### src/rtl/cmb_eval_arbiter.sv
// cmb_eval_arbiter: two-requester round-robin arbiter and sequencer for one
// shared 16-in / 4-out combinational evaluation unit. A granted vector is
// driven onto cmb_in, held for SETTLE cycles, then the 4-bit result is
// captured and returned tagged with the requester id.
//
// Optional feature macro: CMB_EVAL_HIT_COUNT_EN
//   Defined   -> per-output saturating hit counters on every capture.
//   Undefined -> hit_cnt is tied to zero and hit_clr is ignored.
module cmb_eval_arbiter #(
  parameter int SETTLE = 2,
  parameter int CNT_W  = 8
) (
  input  logic               clk,
  input  logic               reset,
  input  logic               req0_valid,
  input  logic [15:0]        req0_data,
  output logic               req0_ready,
  input  logic               req1_valid,
  input  logic [15:0]        req1_data,
  output logic               req1_ready,
  output logic [15:0]        cmb_in,
  input  logic [3:0]         cmb_out,
  output logic               resp_valid,
  output logic               resp_id,
  output logic [3:0]         resp_data,
  input  logic               resp_ready,
  output logic               busy,
  input  logic               hit_clr,
  output logic [4*CNT_W-1:0] hit_cnt
);

  typedef enum logic [1:0] {
    IDLE  = 2'd0,
    DRIVE = 2'd1,
    RESP  = 2'd2
  } state_t;

  // A settle time of 0 behaves as 1; the counter is 4 bits so cap at 15.
  localparam int         SETTLE_EFF  = (SETTLE < 1) ? 1 : ((SETTLE > 15) ? 15 : SETTLE);
  localparam logic [3:0] SETTLE_LOAD = 4'(SETTLE_EFF - 1);

  state_t      state_q, state_d;
  logic [15:0] cmb_in_q, cmb_in_d;
  logic        resp_valid_q, resp_valid_d;
  logic        resp_id_q, resp_id_d;
  logic [3:0]  resp_data_q, resp_data_d;
  logic [3:0]  settle_q, settle_d;
  logic        last_grant_q, last_grant_d;

  logic        grant0;
  logic        grant1;
  logic        capture;

  // Round-robin grant: a lone requester wins; on a tie the one that was
  // not served last wins.
  always_comb begin
    grant0 = 1'b0;
    grant1 = 1'b0;
    if (req0_valid && req1_valid) begin
      grant0 = last_grant_q;
      grant1 = ~last_grant_q;
    end else begin
      grant0 = req0_valid;
      grant1 = req1_valid;
    end
  end

  assign req0_ready = (state_q == IDLE) && grant0;
  assign req1_ready = (state_q == IDLE) && grant1;

  // Result is sampled once the settle counter has run out in DRIVE.
  assign capture = (state_q == DRIVE) && (settle_q == 4'd0);

  // Next-state and datapath updates for the IDLE/DRIVE/RESP sequencer.
  always_comb begin
    state_d      = state_q;
    cmb_in_d     = cmb_in_q;
    resp_valid_d = resp_valid_q;
    resp_id_d    = resp_id_q;
    resp_data_d  = resp_data_q;
    settle_d     = settle_q;
    last_grant_d = last_grant_q;
    unique case (state_q)
      IDLE: begin
        if (req0_ready) begin
          cmb_in_d     = req0_data;
          resp_id_d    = 1'b0;
          last_grant_d = 1'b0;
          settle_d     = SETTLE_LOAD;
          state_d      = DRIVE;
        end else if (req1_ready) begin
          cmb_in_d     = req1_data;
          resp_id_d    = 1'b1;
          last_grant_d = 1'b1;
          settle_d     = SETTLE_LOAD;
          state_d      = DRIVE;
        end
      end
      DRIVE: begin
        if (capture) begin
          resp_data_d  = cmb_out;
          resp_valid_d = 1'b1;
          state_d      = RESP;
        end else begin
          settle_d = settle_q - 4'd1;
        end
      end
      RESP: begin
        if (resp_valid_q && resp_ready) begin
          resp_valid_d = 1'b0;
          state_d      = IDLE;
        end
      end
      default: begin
        state_d = IDLE;
      end
    endcase
  end

  // Sequencer state register with synchronous reset.
  always_ff @(posedge clk) begin
    if (reset) begin
      state_q      <= IDLE;
      cmb_in_q     <= 16'h0000;
      resp_valid_q <= 1'b0;
      resp_id_q    <= 1'b0;
      resp_data_q  <= 4'h0;
      settle_q     <= 4'h0;
      last_grant_q <= 1'b1;
    end else begin
      state_q      <= state_d;
      cmb_in_q     <= cmb_in_d;
      resp_valid_q <= resp_valid_d;
      resp_id_q    <= resp_id_d;
      resp_data_q  <= resp_data_d;
      settle_q     <= settle_d;
      last_grant_q <= last_grant_d;
    end
  end

  assign cmb_in     = cmb_in_q;
  assign resp_valid = resp_valid_q;
  assign resp_id    = resp_id_q;
  assign resp_data  = resp_data_q;
  assign busy       = (state_q != IDLE);

`ifdef CMB_EVAL_HIT_COUNT_EN
  genvar gi;
  generate
    for (gi = 0; gi < 4; gi++) begin : g_hit
      logic [CNT_W-1:0] hit_d;
      logic [CNT_W-1:0] hit_q;

      // Saturating count of captures with this output bit set; clear wins.
      always_comb begin
        hit_d = hit_q;
        if (hit_clr) begin
          hit_d = '0;
        end else if (capture && cmb_out[gi] && (hit_q != {CNT_W{1'b1}})) begin
          hit_d = hit_q + CNT_W'(1);
        end
      end

      // Hit counter register.
      always_ff @(posedge clk) begin
        if (reset) begin
          hit_q <= '0;
        end else begin
          hit_q <= hit_d;
        end
      end

      assign hit_cnt[gi*CNT_W +: CNT_W] = hit_q;
    end
  endgenerate
`else
  logic unused_hit_clr;
  assign unused_hit_clr = hit_clr;
  assign hit_cnt        = '0;
`endif

endmodule
### config.mk
export PLATFORM = sky130hd
export DESIGN_NAME = cmb_eval_arbiter
export DESIGN_NICKNAME = d
export VERILOG_FILES = /design/src/rtl/cmb_eval_arbiter.sv
export SDC_FILE = /design/constraint.sdc
export NUM_CORES = 1
export LEC_CHECK = 0
export CAP_MARGIN = 20
export CELL_PAD_IN_SITES_DETAIL_PLACEMENT = 1
export CELL_PAD_IN_SITES_GLOBAL_PLACEMENT = 2
export CORE_ASPECT_RATIO = 1.1
export CORE_MARGIN = 4
export CORE_UTILIZATION = 32
export DETAILED_ROUTE_END_ITERATION = 7
export DONT_BUFFER_PORTS = 1
export PLACE_DENSITY = 0.88
export SYNTH_ARGS = -nofsm -noshare
export SYNTH_HDL_FRONTEND = slang
export SYNTH_SLANG_ARGS = --single-unit
### constraint.sdc
create_clock -name clk -period 2.05 [get_ports clk]
set_input_delay 0 -clock clk [delete_from_list [all_inputs] [get_ports clk]]
set_output_delay 0 -clock clk [all_outputs]
set_load 0.03 [all_outputs]
* Word level (Yosys, flattened, before mapping) *
Cells that the tools add are included.
Widths: inputs -> output; s select.

operators by class
  multiplexer cells = 18
  add/subtract/negate cells = 1
  equality and inequality tests = 6
  bitwise logic cells = 1
  reduce and logical (&&, ||, !) cells = 16

operators by type and width
  cell                 number
  $mux 16              2
  $mux 4               3
  $reduce_and 3->1     3
  $mux 2               4
  $pmux 4 s2           1
  $reduce_bool 2->1    4
  $mux 1               6
  $ne 2x2->1 const B   3
  $pmux 2 s3           1
  $logic_and 1x1->1    5
  $logic_not 4->1      1
  $reduce_and 2->1     2
  $sub 4x1->4 const B  1
  $ne 3x3->1 const B   1
  $eq 2x1->1 const B   1
  $eq 2x2->1 const B   1
  $logic_not 2->1      1
  $pmux 1 s2           1
  $not 1->1            1

storage, ports and cells
  output and inout bits = 57
  logic and storage cells = 49
  bits of input ports = 42
  register bits after elaboration = 29

* Longest topological paths before layout *
  word-level depth = 6
  gate-level depth with buffers = 5

* Worst setup path after synthesis *
No wires, ideal clock.

  kind = flip-flop to flip-flop
  from = register settle_q[0]
  to = register settle_q[2]
  path slack = 0.623 ns
  stages on the path, launching flop included = 6
  data arrival time = 1.341 ns
  library setup time = 0.086 ns
  period minus slack after synthesis = 1.427 ns
  path through = dfxtp_1 -> inv_1 -> ha_1 -> nor3b_2 -> or4_1 -> a211oi_1

on the way
  cells in the longest elaborated chain, start to end = 4
  elaborated cells between the ends (all ways) = 7
  classes of those cells = 1 x add/sub; 1 x eq/ne; 2 x mux; 3 x reduce/logical

ends and longest elaborated chain
  what                                                                 line  source
  from (decl)                                                          47    logic [3:0] settle_q, settle_d;
  from (signal assigned)                                               136   settle_q <= settle_d;
  parallel branches: the longest is 4 deep, another holds $sub 4x1->4  n/a

Several ways; the timed one is not identified. The select of a mux whose other input is x is not followed.
A chain may end at the register's enable or synchronous reset.

* Final worst setup path *
  from = register state_q[0]
  to = register cmb_in_q[9], in the netlist cmb_in[9]

on the way
  cells in the longest elaborated chain, start to end = 4
  elaborated cells between the ends (all ways) = 6
  classes of those cells = 1 x mux; 5 x reduce/logical

ends and longest elaborated chain
  what                                  line        source
  from (decl)                           42          state_t state_q, state_d;
  from (signal assigned)                131         state_q <= state_d;
  $logic_not 2->1 (*)                   68, 69, 83
  $logic_and 1x1->1 (on tied branches)  68, 69
  $reduce_bool 2->1 (no source line)    n/a
  $reduce_and 2->1 (no source line)     n/a
  to (signal assigned)                  132         cmb_in_q <= cmb_in_d;
  to (decl)                             43          logic [15:0] cmb_in_q, cmb_in_d;

Every way passes the cells marked *; elsewhere a longest branch is shown, timed or not.

==> metrics <==
status=finished clean; P_leak=0.8021 nW; wire length per cell=17.90 um; final period utilization=92.51%; share of the synthesized area in the top cell type=36.48%; Core Region=4717 um^2; initial core utilization=33.74%; Internal Power=1.122 mW; post-synthesis mux area share=0%; depth of the CTS H-tree=2; Root Driver=clkbuf_8; CP cell instances=nor3b_2, buf_4, nand3_1, a31oi_1, dlygate4sd3_1; Max Slew Vio Count=0; Crit-path slowest cell=dlygate4sd3_1; Num CTS Buffers=5; number of distinct library cells after synthesis=30; design area=2004 um^2; gpl congestion=0.7353; global-route wire length before repair=8107 um; Vias=1,492; synth top area cells=dfxtp_1 36%, buf_4 16%, nand3_1 11%; clock buffer depth=2; CP required=2.27 ns; switching pwr=0.7343 mW; Worst Tran Pin Value=0.7155 ns; Pwr Density=926.0 nW/um^2; die area=6167 um^2; row count=26; CP delay by family, top=buffers and inverters; synthesized instance count=196; Slew headroom=52.12%; Fin Setup TNS=0 ns; critical path launch point type=flip-flop; first-pass iteration count of the detailed router=4; area grow syn2layout=25.94%; hold crit path type=in -> reg; sequential power share=43.5%; DR iter-0 viols=96; gr usage total=17.49%; clk_skew=0.002331 ns; Congestion Overflow GR=0; buffers and inverters on the worst path=2; Post-Route WL=5173 um; Die Ht=81.97 um; utilization after layout=42.49%; min cycle time layout=1.897 ns; crit path kind=reg -> reg; commonest non-fill, non-tap cell in the layout=dlygate4sd3_1; post-CTS setup buffer count=0; Layout Nets=276; r2r startpoint=state_q[0]; most frequent cells in the layout=38 x dlygate4sd3_1, 36 x nand3_1, 32 x conb_1; Mapped Area=1592 um^2; critical path endpoint=cmb_in[9]; antenna-violating nets left=0; clk sink count=29; # setup viols final=0; reg2reg setup slack=0.15 ns; CP endpoint kind=flip-flop; antenna violations before repair=0; Yosys reg bits=29; WP depth=5; synthesis warning total=0; simple-gate share of the synthesized area=22.25%; # IOs=99; drt drc=0; Reg2Reg Capture Point=cmb_in[9]; share of layout cells above drive strength 1=8.190%; largest net degree at the start of global routing=30; Max stage delay on crit path=0.58 ns; R2R depth=5; Max FO, Critical Path=19; Clk pwr share=25.5%; Chip Width=75.24 um; Final HPWL DP=3155 um; Vias per Instance=5.163; pre-CTS setup slack=0.4977 ns; largest family of logic cells by synthesized area=simple AND/OR/NAND/NOR gates; Sw Ratio=39.56%; RSZ-0062 raised after global routing=false; Port Buffers=0; Mapped Avg Cell Area=8.120 um^2; post-synthesis compound-gate area fraction=18.87%; setup slack after layout=0.1535 ns; synthesized-area fraction occupied by adder cells=1.572%; Comb pwr share=31.0%; Post-Synth XOR/XNOR Area=0%; max_cap viols=0; Worst-path clk slew=0.06 ns; critical path arrival=2.12 ns; final hold vios=0; post-synthesis sequential area ratio=36.48%; Crit. Startpoint=state_q[0]; Max IR drop VDD=0.3962 mV; dpl cell area=1503 um^2; Clock Latency Late Sink=0.27 ns; area leader, netlist=dfxtp_1; Max Fclk=527.3 MHz; vias in the first global route=1,643; CTS tree=done
==> worst register-to-register path, cell delays in order, from the launching register on <==
cell and delay [ns]:
dfxtp_1 0.40, nor3b_2 0.21, buf_4 0.26, nand3_1 0.14, a31oi_1 0.25, dlygate4sd3_1 0.58
==> power groups by stage <==
stage	sequential, mW	clock [mW]	combinational [mW]
floorplan	0.796	0	0.437
global placement	0.818	0	0.448
detailed placement	0.821	0	0.461
CTS	0.809	0.493	0.559
global route	0.820	0.516	0.637
finish	0.808	0.473	0.575
==> worst min-delay path by stage <==
stage / startpoint / to / slack, ns / cells after the start
2_1_floorplan: cmb_out[0] / resp_data[0] / 0.15 / 2
3_3_place_gp: reset / settle_q[3] / 0.07 / 1
3_5_place_dp: reset / state_q[1] / 0.07 / 1
4_1_cts: req1_valid / settle_q[2] / 0.1 / 3
5_1_grt: req1_valid / settle_q[2] / 0.16 / 3
6_report: req1_valid / settle_q[2] / 0.08 / 3
==> per-stage QoR <==
| stage | power [mW] | std cells | hold WS (ns) |
|---|---|---|---|
| after detailed placement | 1.282 | 242 | 0.07481 |
| after global placement | 1.266 | 242 | 0.07242 |
| after floorplan | 1.233 | 227 | 0.1477 |
| after global routing | 1.973 | 288 | 0.1636 |
| final | 1.856 | 289 | 0.08375 |
| after CTS | 1.861 | 287 | 0.09573 |
==> flip-flops by register name, indices dropped and copies added (netlist names) <==
| register | cells |
|---|---|
| settle_q | 4 |
| cmb_in | 16 |
| resp_data | 4 |
| resp_id | 1 |
| state_q | 2 |
| last_grant_q | 1 |
| resp_valid | 1 |
==> layout make-up <==
cell class | instances | area (um^2)
tap | 56 | 70.07
sequential | 29 | 580.6
fill | 588 | 2713
antenna | 1 | 2.502
inverter | 4 | 15.01
clock buffer | 7 | 86.33
timing repair buffer | 44 | 445.4
multi-input combinational | 148 | 804.5
==> per-layer routing <==
| layer | wire, um | up-vias | global-route usage (%) |
|---|---|---|---|
| met3 | 404 | 12 | 5.630 |
| met1 | 1962 | 707 | 20.41 |
| met2 | 2677 | 67 | 29.18 |
| met5 | 0 | - | 0 |
| met4 | 129 | 0 | 7.343 |
| li1 | - | 706 | - |
==> cells by family after synthesis <==
family          after synthesis
compound gates               52
fa+ha+maj                     2
buf+inv                      50
flops                        29
other cells                   1
simple gates                 62
==> synth_stat cells <==
cell        n
nand3_1    36
and2_1      2
nor3_1      2
buf_2       1
buf_6       2
nand2b_4    1
a31oi_1    16
nor2_1      4
a211o_1     1
or2_2       1
buf_1       1
a21oi_1     9
or4_1       2
o221ai_1    2
or3b_2      1
clkbuf_1    9
nor3b_2     3
ha_1        2
dfxtp_1    29
a211oi_1    2
conb_1      1
nand2_1     4
or3_1       2
nand3b_1    2
a2bb2oi_1   1
nand2b_1    1
nor2b_1     1
buf_4      33
o21ai_0    21
inv_1       4
==> repair_timing <==
action	CTS	global route
hold endpoints to repair	29	0
hold buffers	38	0
endpoints found under the setup margin	0	9
gates resized for setup	0	2
Note: power is estimated with default switching activity, not from simulation.
